[config.mk]
export PLATFORM = sky130hd
export DESIGN_NAME = alu_result_stage
export DESIGN_NICKNAME = d
export VERILOG_FILES = /design/src/rtl/alu_result_stage.sv
export SDC_FILE = /design/constraint.sdc
export NUM_CORES = 1
export LEC_CHECK = 0
export CORE_UTILIZATION = 47
export CTS_CLUSTER_DIAMETER = 50
export DETAILED_ROUTE_END_ITERATION = 8
export PLACE_DENSITY = 0.77
export RECOVER_POWER = 25
export SLEW_MARGIN = 10
export SYNTH_ARGS = -nofsm -noshare
export SYNTH_HDL_FRONTEND = slang
export SYNTH_SLANG_ARGS = --single-unit
[constraint.sdc]
create_clock -name clk -period 2 [get_ports clk]
set_clock_uncertainty 0.1 [all_clocks]
set_input_delay 0.4 -clock clk [delete_from_list [all_inputs] [get_ports clk]]
set_output_delay 0.4 -clock clk [all_outputs]
set_load 0.05 [all_outputs]
[src/rtl/alu_result_stage.sv]
// Writeback stage behind the 4-bit ALU: a small first-word-fall-through FIFO of results,
// plus the Z/N/V flag register and a saturating ADD/SUB overflow counter.
module alu_result_stage #(
  parameter int unsigned WIDTH = 4,
  parameter int unsigned DEPTH = 2,
  parameter int unsigned CNT_W = 8
) (
  input  logic             clk,
  input  logic             rst,
  input  logic             in_valid,
  output logic             in_ready,
  input  logic [WIDTH-1:0] alu_out,
  input  logic             alu_err,
  input  logic [1:0]       alu_op,
  output logic             out_valid,
  input  logic             out_ready,
  output logic [WIDTH-1:0] out_data,
  output logic             out_err,
  output logic [1:0]       out_op,
  output logic             flag_z,
  output logic             flag_n,
  output logic             flag_v,
  output logic [CNT_W-1:0] ovf_cnt
);

  localparam int unsigned PtrW = $clog2(DEPTH);
  localparam int unsigned CntW = PtrW + 1;
  localparam logic [CntW-1:0] FullCnt = CntW'(DEPTH);

  logic [WIDTH-1:0] data_mem [DEPTH];
  logic             err_mem  [DEPTH];
  logic [1:0]       op_mem   [DEPTH];

  logic [PtrW-1:0]  wr_ptr_q, wr_ptr_d;
  logic [PtrW-1:0]  rd_ptr_q, rd_ptr_d;
  logic [CntW-1:0]  count_q, count_d;
  logic             flag_z_q, flag_z_d;
  logic             flag_n_q, flag_n_d;
  logic             flag_v_q, flag_v_d;
  logic [CNT_W-1:0] ovf_cnt_q, ovf_cnt_d;
  logic             push, pop;

  // Ready depends only on the registered count, so a pop never frees a slot the same cycle.
  assign in_ready  = (count_q < FullCnt);
  assign out_valid = (count_q != '0);
  assign push      = in_valid & in_ready;
  assign pop       = out_valid & out_ready;

  always_comb begin
    wr_ptr_d  = wr_ptr_q;
    rd_ptr_d  = rd_ptr_q;
    count_d   = count_q;
    flag_z_d  = flag_z_q;
    flag_n_d  = flag_n_q;
    flag_v_d  = flag_v_q;
    ovf_cnt_d = ovf_cnt_q;

    if (push) wr_ptr_d = wr_ptr_q + 1'b1;
    if (pop)  rd_ptr_d = rd_ptr_q + 1'b1;

    unique case ({push, pop})
      2'b10:   count_d = count_q + 1'b1;
      2'b01:   count_d = count_q - 1'b1;
      default: count_d = count_q;
    endcase

    // Flags follow the incoming result; N/V only meaningful for arithmetic ops.
    if (push) begin
      flag_z_d = (alu_out == '0);
      if (alu_op[1]) begin
        flag_n_d = alu_out[WIDTH-1];
        flag_v_d = alu_err;
        if (alu_err && (ovf_cnt_q != '1)) ovf_cnt_d = ovf_cnt_q + 1'b1;
      end
    end
  end

  always_ff @(posedge clk) begin
    if (rst) begin
      wr_ptr_q  <= '0;
      rd_ptr_q  <= '0;
      count_q   <= '0;
      flag_z_q  <= 1'b0;
      flag_n_q  <= 1'b0;
      flag_v_q  <= 1'b0;
      ovf_cnt_q <= '0;
    end else begin
      wr_ptr_q  <= wr_ptr_d;
      rd_ptr_q  <= rd_ptr_d;
      count_q   <= count_d;
      flag_z_q  <= flag_z_d;
      flag_n_q  <= flag_n_d;
      flag_v_q  <= flag_v_d;
      ovf_cnt_q <= ovf_cnt_d;
    end
  end

  // Storage needs no reset: contents are only visible while count is non-zero.
  always_ff @(posedge clk) begin
    if (push && !rst) begin
      data_mem[wr_ptr_q] <= alu_out;
      err_mem[wr_ptr_q]  <= alu_err;
      op_mem[wr_ptr_q]   <= alu_op;
    end
  end

  assign out_data = out_valid ? data_mem[rd_ptr_q] : '0;
  assign out_err  = out_valid ? err_mem[rd_ptr_q]  : 1'b0;
  assign out_op   = out_valid ? op_mem[rd_ptr_q]   : 2'b00;
  assign flag_z   = flag_z_q;
  assign flag_n   = flag_n_q;
  assign flag_v   = flag_v_q;
  assign ovf_cnt  = ovf_cnt_q;

endmodule

Yosys cells after proc, flatten, opt, wreduce, memory -nomap -nowiden
Memories as Yosys holds them, arrays and structs flattened. A register that Yosys moved wholly into a read port is not among the register bits.
Cells that the tools add are included.

storage, ports and cells
  latch bits = 0
  memory bits (writable) = 14
  logic and storage cells = 41
  bits in read-only memories = 0
  output and inout port bits = 20
  register bits after elaboration = 15
  memories = 3

cells by class
  multiply operators = 0
  order comparisons = 1
  equal/unequal tests = 3
  divide/modulo/power cells = 0
  bitwise logic cells = 2
  shift-type cells = 0
  reduce and logical (&&, ||, !) cells = 8
  multiplexer cells = 12
  add/subtract/negate cells = 5

memory list
  name      depth  width  rd ports  clocked after Yosys merged registers in  wr ports  line  RTL
  data_mem  2      4      1         1                                        1         30    logic [WIDTH-1:0] data_mem [DEPTH];
  op_mem    2      2      1         1                                        1         32    logic [1:0] op_mem [DEPTH];
  err_mem   2      1      1         1                                        1         31    logic err_mem [DEPTH];

operators by type and width
  operator                                            count
  2-to-1 mux 1 bit                                    9
  adder 8 x 1 -> 8 bit (second input constant)        1
  != test 8 bit (second input constant)               1
  logical NOT 4 bit                                   1
  2-to-1 mux 4 bit                                    1
  one-hot mux 2 bit (2 select lines)                  1
  nonzero test 2 bit                                  2
  AND reduction 3 bit                                 1
  adder 1 bit (second input constant)                 2
  adder 2 x 1 -> 2 bit (second input constant)        1
  AND 1 bit                                           2
  == test 2 x 1 -> 1 bit (second input constant)      1
  == test 2 bit (second input constant)               1
  logical AND 1 bit                                   2
  less-than comparator 2 bit (second input constant)  1
  2-to-1 mux 2 bit                                    1
  AND reduction 2 bit                                 1
  subtractor 2 x 1 -> 2 bit (second input constant)   1
  logical NOT 1 bit                                   1

Longest topological paths before layout
Gate-level depths: netlist of the first run.

  depth in word-level cells = 5
  mapped depth = 6
  depth with buffers taken out = 6

Worst setup path after synthesis of the first run
Ideal clock, no wire load.

  path kind = reg-to-output
  start point = reg (tool-made name)
  end point = out out_data[0]
  stages on the path, launching flop included = 4
  slack = 106 ps
  data arrival time = 1,394 ps
  path through = dfxtp_1 > clkbuf_1 > mux2i_1 > nor2_1

RTL lines
  what              line  RTL
  end: declaration  17    output logic [WIDTH-1:0] out_data,

Final worst setup path of the first run
  start point = reg count_q[1]
  end point = out out_data[2]

between the ends
  cells in the longest elaborated chain, start to end = 2

ends and longest elaborated chain
  what                      line  RTL
  start: declaration        36    logic [CntW-1:0] count_q, count_d;
  start signal: assignment  90    count_q <= count_d;
  nonzero test 2 bit        45    assign out_valid = (count_q != '0);
  2-to-1 mux 4 bit          107   assign out_data = out_valid ? data_mem[rd_ptr_q] : '0;

Every way passes these cells.

==> results.py, run 1 <==
metrics = {
    "setup_path": {
        "cp_data_arrival_time_ns": 1.36,
        "r2r-start": "ovf_cnt[0]",
        "cp-start-kind": "flop",
        "crit_fanout": 8,
        "cp.required_ns": 1.50,
        "path_class": "flop to primary output",
        "r2r_slack_ns": 0.30,
        "worstRegToRegCells": 5,
        "r2r_end": "ovf_cnt[5]",
        "cp-end-kind": "primary output",
    },
    "global_routing": {
        "gr-total-overflow": 0,
        "grt_max_degree": 10,
        "grt_pass1_vias": 930,
        "grt_pass1_wl_um": 3910,
        "globalRouteTotalUtil_pct": 20.0,
        "antenna_found_initial": 0,
    },
    "route": {
        "ant_nets": 0,
        "drt_first_iter_violations": 29,
        "drc": 0,
        "drt_wl_total_um": 2520,
        "vias_per_cell": 5.30,
        "dr.pass1.iters": 4,
        "vias": 980,
        "wl_per_cell_um": 13.6,
    },
    "sta": {
        "period_needed_ns": 1.86,
        "setup_slack_ns": 0.143,
        "fmax_mhz": 539,
        "hold_viol": 0,
        "whs_ns": 0.392,
        "fin_setup_tns_ns": 0,
        "drv_slew": 0,
        "tightest_slew_ns": 0.501,
        "setup_viol": 0,
        "slew_headroom_pct": 66.5,
        "period_share_pct": 92.8,
        "rsz0062_at_grt": "false",
    },
    "synthesis": {
        "yosys_warnings": 0,
        "synth_area_mm2": 0.00125,
        "ys_types": 29,
        "postSynthAreaPerCell_um2": 11.2,
        "synth_nets": 124,
        "ys_seq_elements": 30,
        "ys_seq_area_share_pct": 59.3,
        "syn_inst": 111,
    },
    "finish": {
        "area_growth_pct": 34.3,
        "final_util_pct": 67.1,
        "instances_no_fill": 185,
        "final_cell_area_mm2": 0.00168,
        "drive_gt1_share_pct": 23.9,
        "diodes": 0,
        "nFillCells": 221,
        "layout.nets": 167,
    },
    "clock_tree": {
        "insertion_delay_ns": 0.32,
        "path_clk_slew_ns": 0.09,
        "clock-sinks": 30,
        "cts_buffers": 5,
        "cts_tree": "done",
        "cts-htree-levels": 2,
        "post_cts_buffers": 0,
        "cts-hold-fix-buffers": 0,
        "clk_path_buf_depth": 2,
        "root_buffer": "clkbuf_4",
    },
    "run_status": {
        "status": "finished, final reports clean",
    },
    "hold_path": {
        "hold_class": "flop to flop",
        "hold_path_end": "flag_z",
        "hold_depth": 2,
        "min_from": "flag_z",
    },
    "place": {
        "place_hpwl_um": 1890,
        "preCtsSetupSlack_ns": -0.0822,
        "place_congestion": 0.778,
        "placed_cells": 177,
        "port_buffers": 30,
        "place_area_mm2": 0.00163,
    },
    "die": {
        "core_area_mm2": 0.00250,
        "fp.dieH_um": 53.5,
        "start_util_pct": 49.9,
        "die_area_mm2": 0.00287,
        "rows": 18,
        "die_w_um": 53.5,
        "num_io_pins": 31,
    },
    "power": {
        "p_clk_share_pct": 16.5,
        "power_density_mw_per_mm2": 1200,
        "p_int_mw": 1.20,
        "ir_worst_vdd_uv": 943,
        "p_leak_nw": 0.687,
        "seqPwrFrac_pct": 39.2,
        "switchingPower_mw": 0.813,
        "total_power_mw": 2.02,
        "p_comb_share_pct": 44.3,
        "p_sw_share_pct": 40.3,
    },
    "flow_run": {
        "maxCapViolCount": 0,
    },
}
==> placed cells by master (no fill, tap or decap), types with 3 or more instances in the layout <==
cell           count
xor2_1             7
a21oi_1            5
dfxtp_1           15
o211ai_1           3
nor2_1            23
nand3_1            3
buf_4             27
mux2i_1            9
clkbuf_4           5
edfxtp_1          14
dlygate4sd3_1      8
==> cell type report <==
class	count	area [µm²]	share of cell area, %
sequential	30	742	44.3
multi-input combinational	74	480	28.7
timing repair buffer	41	359	21.4
clock buffer	6	41.3	2.46
tap	30	37.5	2.24
clock inverter	2	8.76	0.522
inverter	2	7.51	0.448
==> routing by layer <==
layer	wire [µm]	part of all wire, %	track usage (%)
met1	1070	42	20.1
met2	1290	51	36.9
met3	137	5.4	8.47
met4	27	1.1	6.58
met5	0	0	0
==> power by group through the flow <==
| stage | clock network (mW) | logic, mW | registers (mW) |
|---|---|---|---|
| after floorplan | 0 | 0.568 | 0.791 |
| after global placement | 0 | 0.879 | 0.800 |
| after detailed placement | 0 | 0.899 | 0.802 |
| after CTS | 0.342 | 0.902 | 0.790 |
| after global routing | 0.372 | 0.951 | 0.801 |
| final | 0.332 | 0.894 | 0.791 |
==> how the worst max path moves through the flow <==
stage	from	endpoint	slack (ns)	depth (start not counted)
2_1_floorplan	flop	out_data[0]	0.11	3
3_3_place_gp	alu_err	ovf_cnt[5]	0.008	5
3_5_place_dp	alu_err	ovf_cnt[5]	-0.08	5
4_1_cts	flag_n	flag_n	0.02	1
5_1_grt	count_q[1]	out_data[2]	0.05	4
6_report	count_q[1]	out_data[2]	0.14	4
==> Yosys cell counts <==
cell type	count	share of area (%)
a21oi_1	5	2.0
and3_1	2	1.0
and4_1	1	0.70
and4b_1	1	0.80
buf_2	1	0.40
clkbuf_1	4	1.2
dfxtp_1	16	26
edfxtp_1	14	34
ha_1	2	2.0
inv_1	2	0.60
mux2i_1	9	7.2
nand2_1	2	0.60
nand2b_1	1	0.50
nand3_1	3	1.2
nand4_1	2	1.0
nor2_1	23	6.9
nor2b_1	1	0.50
nor3_1	1	0.40
nor3b_1	1	0.60
o211ai_1	3	1.8
o21ai_0	1	0.40
o21ai_2	1	0.70
o31ai_1	1	0.60
o41ai_1	1	0.70
or3_1	1	0.50
or4_1	2	1.2
or4b_1	1	0.80
xnor2_1	2	1.4
xor2_1	7	4.9
==> registers in the layout, summed over array words and instances, names as in the netlist, named ones only <==
| signal | count |
|---|---|
| data_mem | 8 |
| ovf_cnt | 8 |
| op_mem | 4 |
| count_q | 2 |
| err_mem | 2 |
| flag_n | 1 |
| flag_v | 1 |
| flag_z | 1 |
| rd_ptr_q | 1 |
| wr_ptr_q | 1 |
==> cells by family after synthesis <==
kind of cell             Yosys count  share of synthesized area (%)
multiplexers                       9                           7.21
AO/OA/AOI/OAI                     12                           6.21
adder cells (fa/ha/maj)            2                           2.00
buffers and inverters              7                           2.20
AND/OR/NAND/NOR                   42                           16.7
XOR/XNOR                           9                           6.31
flip-flops                        30                           59.3
==> worst max-delay path: stages (launching register included) <==
cell and delay [ns]:
dfxtp_1 0.42, nor2_1 0.09, buf_4 0.17, nor2_1 0.19, buf_12 0.17
==> repair_timing <==
item	CTS	global route
endpoints found under the hold margin	0	0
resized for setup	0	2
endpoints found under the setup margin	0	5
Power figures use the tool's default switching activity.
==> inputs of run 2 (changes only) <==
--- a/config.mk
+++ b/config.mk
@@ -5,10 +5,11 @@
 export SDC_FILE = /design/constraint.sdc
 export NUM_CORES = 1
 export LEC_CHECK = 0
-export CORE_UTILIZATION = 47
+export CORE_UTILIZATION = 50
+export CTS_BUF_LIST = sky130_fd_sc_hd__clkbuf_4
 export CTS_CLUSTER_DIAMETER = 50
 export DETAILED_ROUTE_END_ITERATION = 8
-export PLACE_DENSITY = 0.77
+export PLACE_DENSITY = 0.81
 export RECOVER_POWER = 25
 export SLEW_MARGIN = 10
 export SYNTH_ARGS = -nofsm -noshare
==> constraint.sdc (replaced) <==
create_clock -name clk -period 2 [get_ports clk]
set_clock_uncertainty 0.1 [all_clocks]
set_input_delay 0.3 -clock clk [delete_from_list [all_inputs] [get_ports clk]]
set_output_delay 0.3 -clock clk [all_outputs]
set_load 0.05 [all_outputs]
==> run 2 against run 1 <==
  * Final area grew 4.0%
  * Sequential share of layout area is 1.8 points lower
  * Hold slack better by 0.016 ns
  * Register-to-register slack better by 0.03 ns
  * Highest routed layer unchanged
  * Die area shrank 5.8%
  * Maximum frequency is 1.7% lower
==> results.py, run 2 (synthesis results as in run 1) <==
metrics = {
    "sta": {
        "rsz0062_at_grt": "false",
        "slew_headroom_pct": 66.3,
        "fmax_mhz": 529,
        "period_needed_ns": 1.89,
        "fin_setup_tns_ns": 0,
        "setup_slack_ns": 0.111,
        "period_share_pct": 94.5,
        "whs_ns": 0.408,
        "tightest_slew_ns": 0.504,
        "setup_viol": 0,
        "drv_slew": 0,
        "hold_viol": 0,
    },
    "setup_path": {
        "path_cells": "clkdlybuf4s50_1",
        "cp_top_family": "buffers and inverters",
        "path_class": "flop to primary output",
        "cp-end-kind": "primary output",
        "crit_buf_inv": 1,
        "cp_data_arrival_time_ns": 1.49,
        "cp-start-kind": "flop",
        "crit_fanout": 2,
        "cp.required_ns": 1.60,
        "worst_path_largest_cell_delay_ns": 0.80,
        "slowest_stage": "clkdlybuf4s50_1",
    },
    "power": {
        "power_density_mw_per_mm2": 1270,
        "ir_worst_vdd_uv": 1060,
        "p_leak_nw": 0.735,
    },
    "die": {
        "die_w_um": 52.0,
        "core_area_mm2": 0.00228,
        "start_util_pct": 54.9,
        "rows": 17,
        "die_area_mm2": 0.00270,
        "num_io_pins": 31,
        "fp.dieH_um": 52.0,
    },
    "route": {
        "drt_wl_total_um": 2770,
        "vias_per_cell": 5.44,
        "ant_nets": 0,
        "wl_per_cell_um": 15.3,
        "drt_first_iter_violations": 13,
        "dr.pass1.iters": 4,
        "drc": 0,
        "vias": 984,
    },
    "global_routing": {
        "grt_pass1_vias": 989,
        "grt_pass1_wl_um": 4370,
        "antenna_found_initial": 0,
        "gr-total-overflow": 0,
        "globalRouteTotalUtil_pct": 24.5,
        "grt_max_degree": 17,
    },
    "hold_path": {
        "hold_class": "flop to flop",
    },
    "clock_tree": {
        "insertion_delay_ns": 0.34,
        "post_cts_buffers": 0,
        "cts-htree-levels": 2,
        "clk_path_buf_depth": 2,
        "cts_buffers": 5,
        "path_clk_slew_ns": 0.10,
        "root_buffer": "clkbuf_4",
        "cts_tree": "done",
        "clock-sinks": 30,
    },
    "place": {
        "place_hpwl_um": 2040,
        "place_congestion": 0.722,
        "port_buffers": 30,
        "preCtsSetupSlack_ns": 0.0265,
    },
    "flow_run": {
        "maxCapViolCount": 0,
    },
    "run_status": {
        "status": "finished, final reports clean",
    },
    "finish": {
        "final_util_pct": 76.6,
        "drive_gt1_share_pct": 17.0,
        "most-common-layout-cells": "nor2_1 (23), dfxtp_1 (16), edfxtp_1 (14)",
        "area_growth_pct": 39.7,
        "mostFrequentLayoutCell": "nor2_1",
        "layout.nets": 165,
        "diodes": 0,
    },
}
==> run 2: cell types whose count changed in the layout (fill, tap and decap cells not counted), moves of 2 or more <==
cell / delta
buf_12: +2
buf_4: -14
clkbuf_1: -2
clkdlybuf4s50_1: +4
clkinvlp_4: +2
dlygate4sd2_1: +6
dlymetal6s2s_1: +2
==> run 2: repair_timing <==
item | 4_1_cts | 5_1_grt
resized for setup | 6 | 3
endpoints found under the hold margin | 0 | 0
setup endpoints to repair | 6 | 3
hold buffers | 0 | 0
==> run 2: report_power, final <==
group | switching, mW | total [mW] | internal (mW)
Clock | 0.225 | 0.487 | 0.262
Combinational | 0.559 | 0.934 | 0.375
Sequential | 0.0702 | 0.791 | 0.720
==> run 2: final cells by class <==
class                           instances  area, µm²
Multi-Input combinational cell         74        480
Clock inverter                          3       45.0
Sequential cell                        30        741
Clock buffer                            5       37.5
Inverter                                2       7.51
Fill cell                             161        532
Timing Repair Buffer                   39        398
Tap cell                               28       35.0
==> run 2: per-layer routing <==
layer / part of all wire [%] / GRT usage (%) / vias to the layer above
met5: 0 / 0 / -
met4: 3.7 / 16.7 / 0
met3: 7.1 / 11.4 / 11
met2: 52 / 42.3 / 33
met1: 37 / 22.6 / 462
li1: - / - / 478
==> run 2: worst paths after layout <==
path              start    endpoint  slack (ns)  depth (start not counted)
min              flag_z      flag_z        0.41                          2
min reg2reg      flag_z      flag_z        0.41                          2
max              flag_v      flag_v        0.11                          1
max reg2reg  ovf_cnt[0]  ovf_cnt[7]        0.33                          5
==> run 2: metrics by stage <==
step           instance area, µm²  power, mW  instances
6_report                     1740       2.21        181
5_1_grt                      1740       2.32        181
4_1_cts                      1740       2.24        181
3_5_place_dp                 1660       1.75        173
3_3_place_gp                 1660       1.72        173
2_1_floorplan                1250       1.36        111
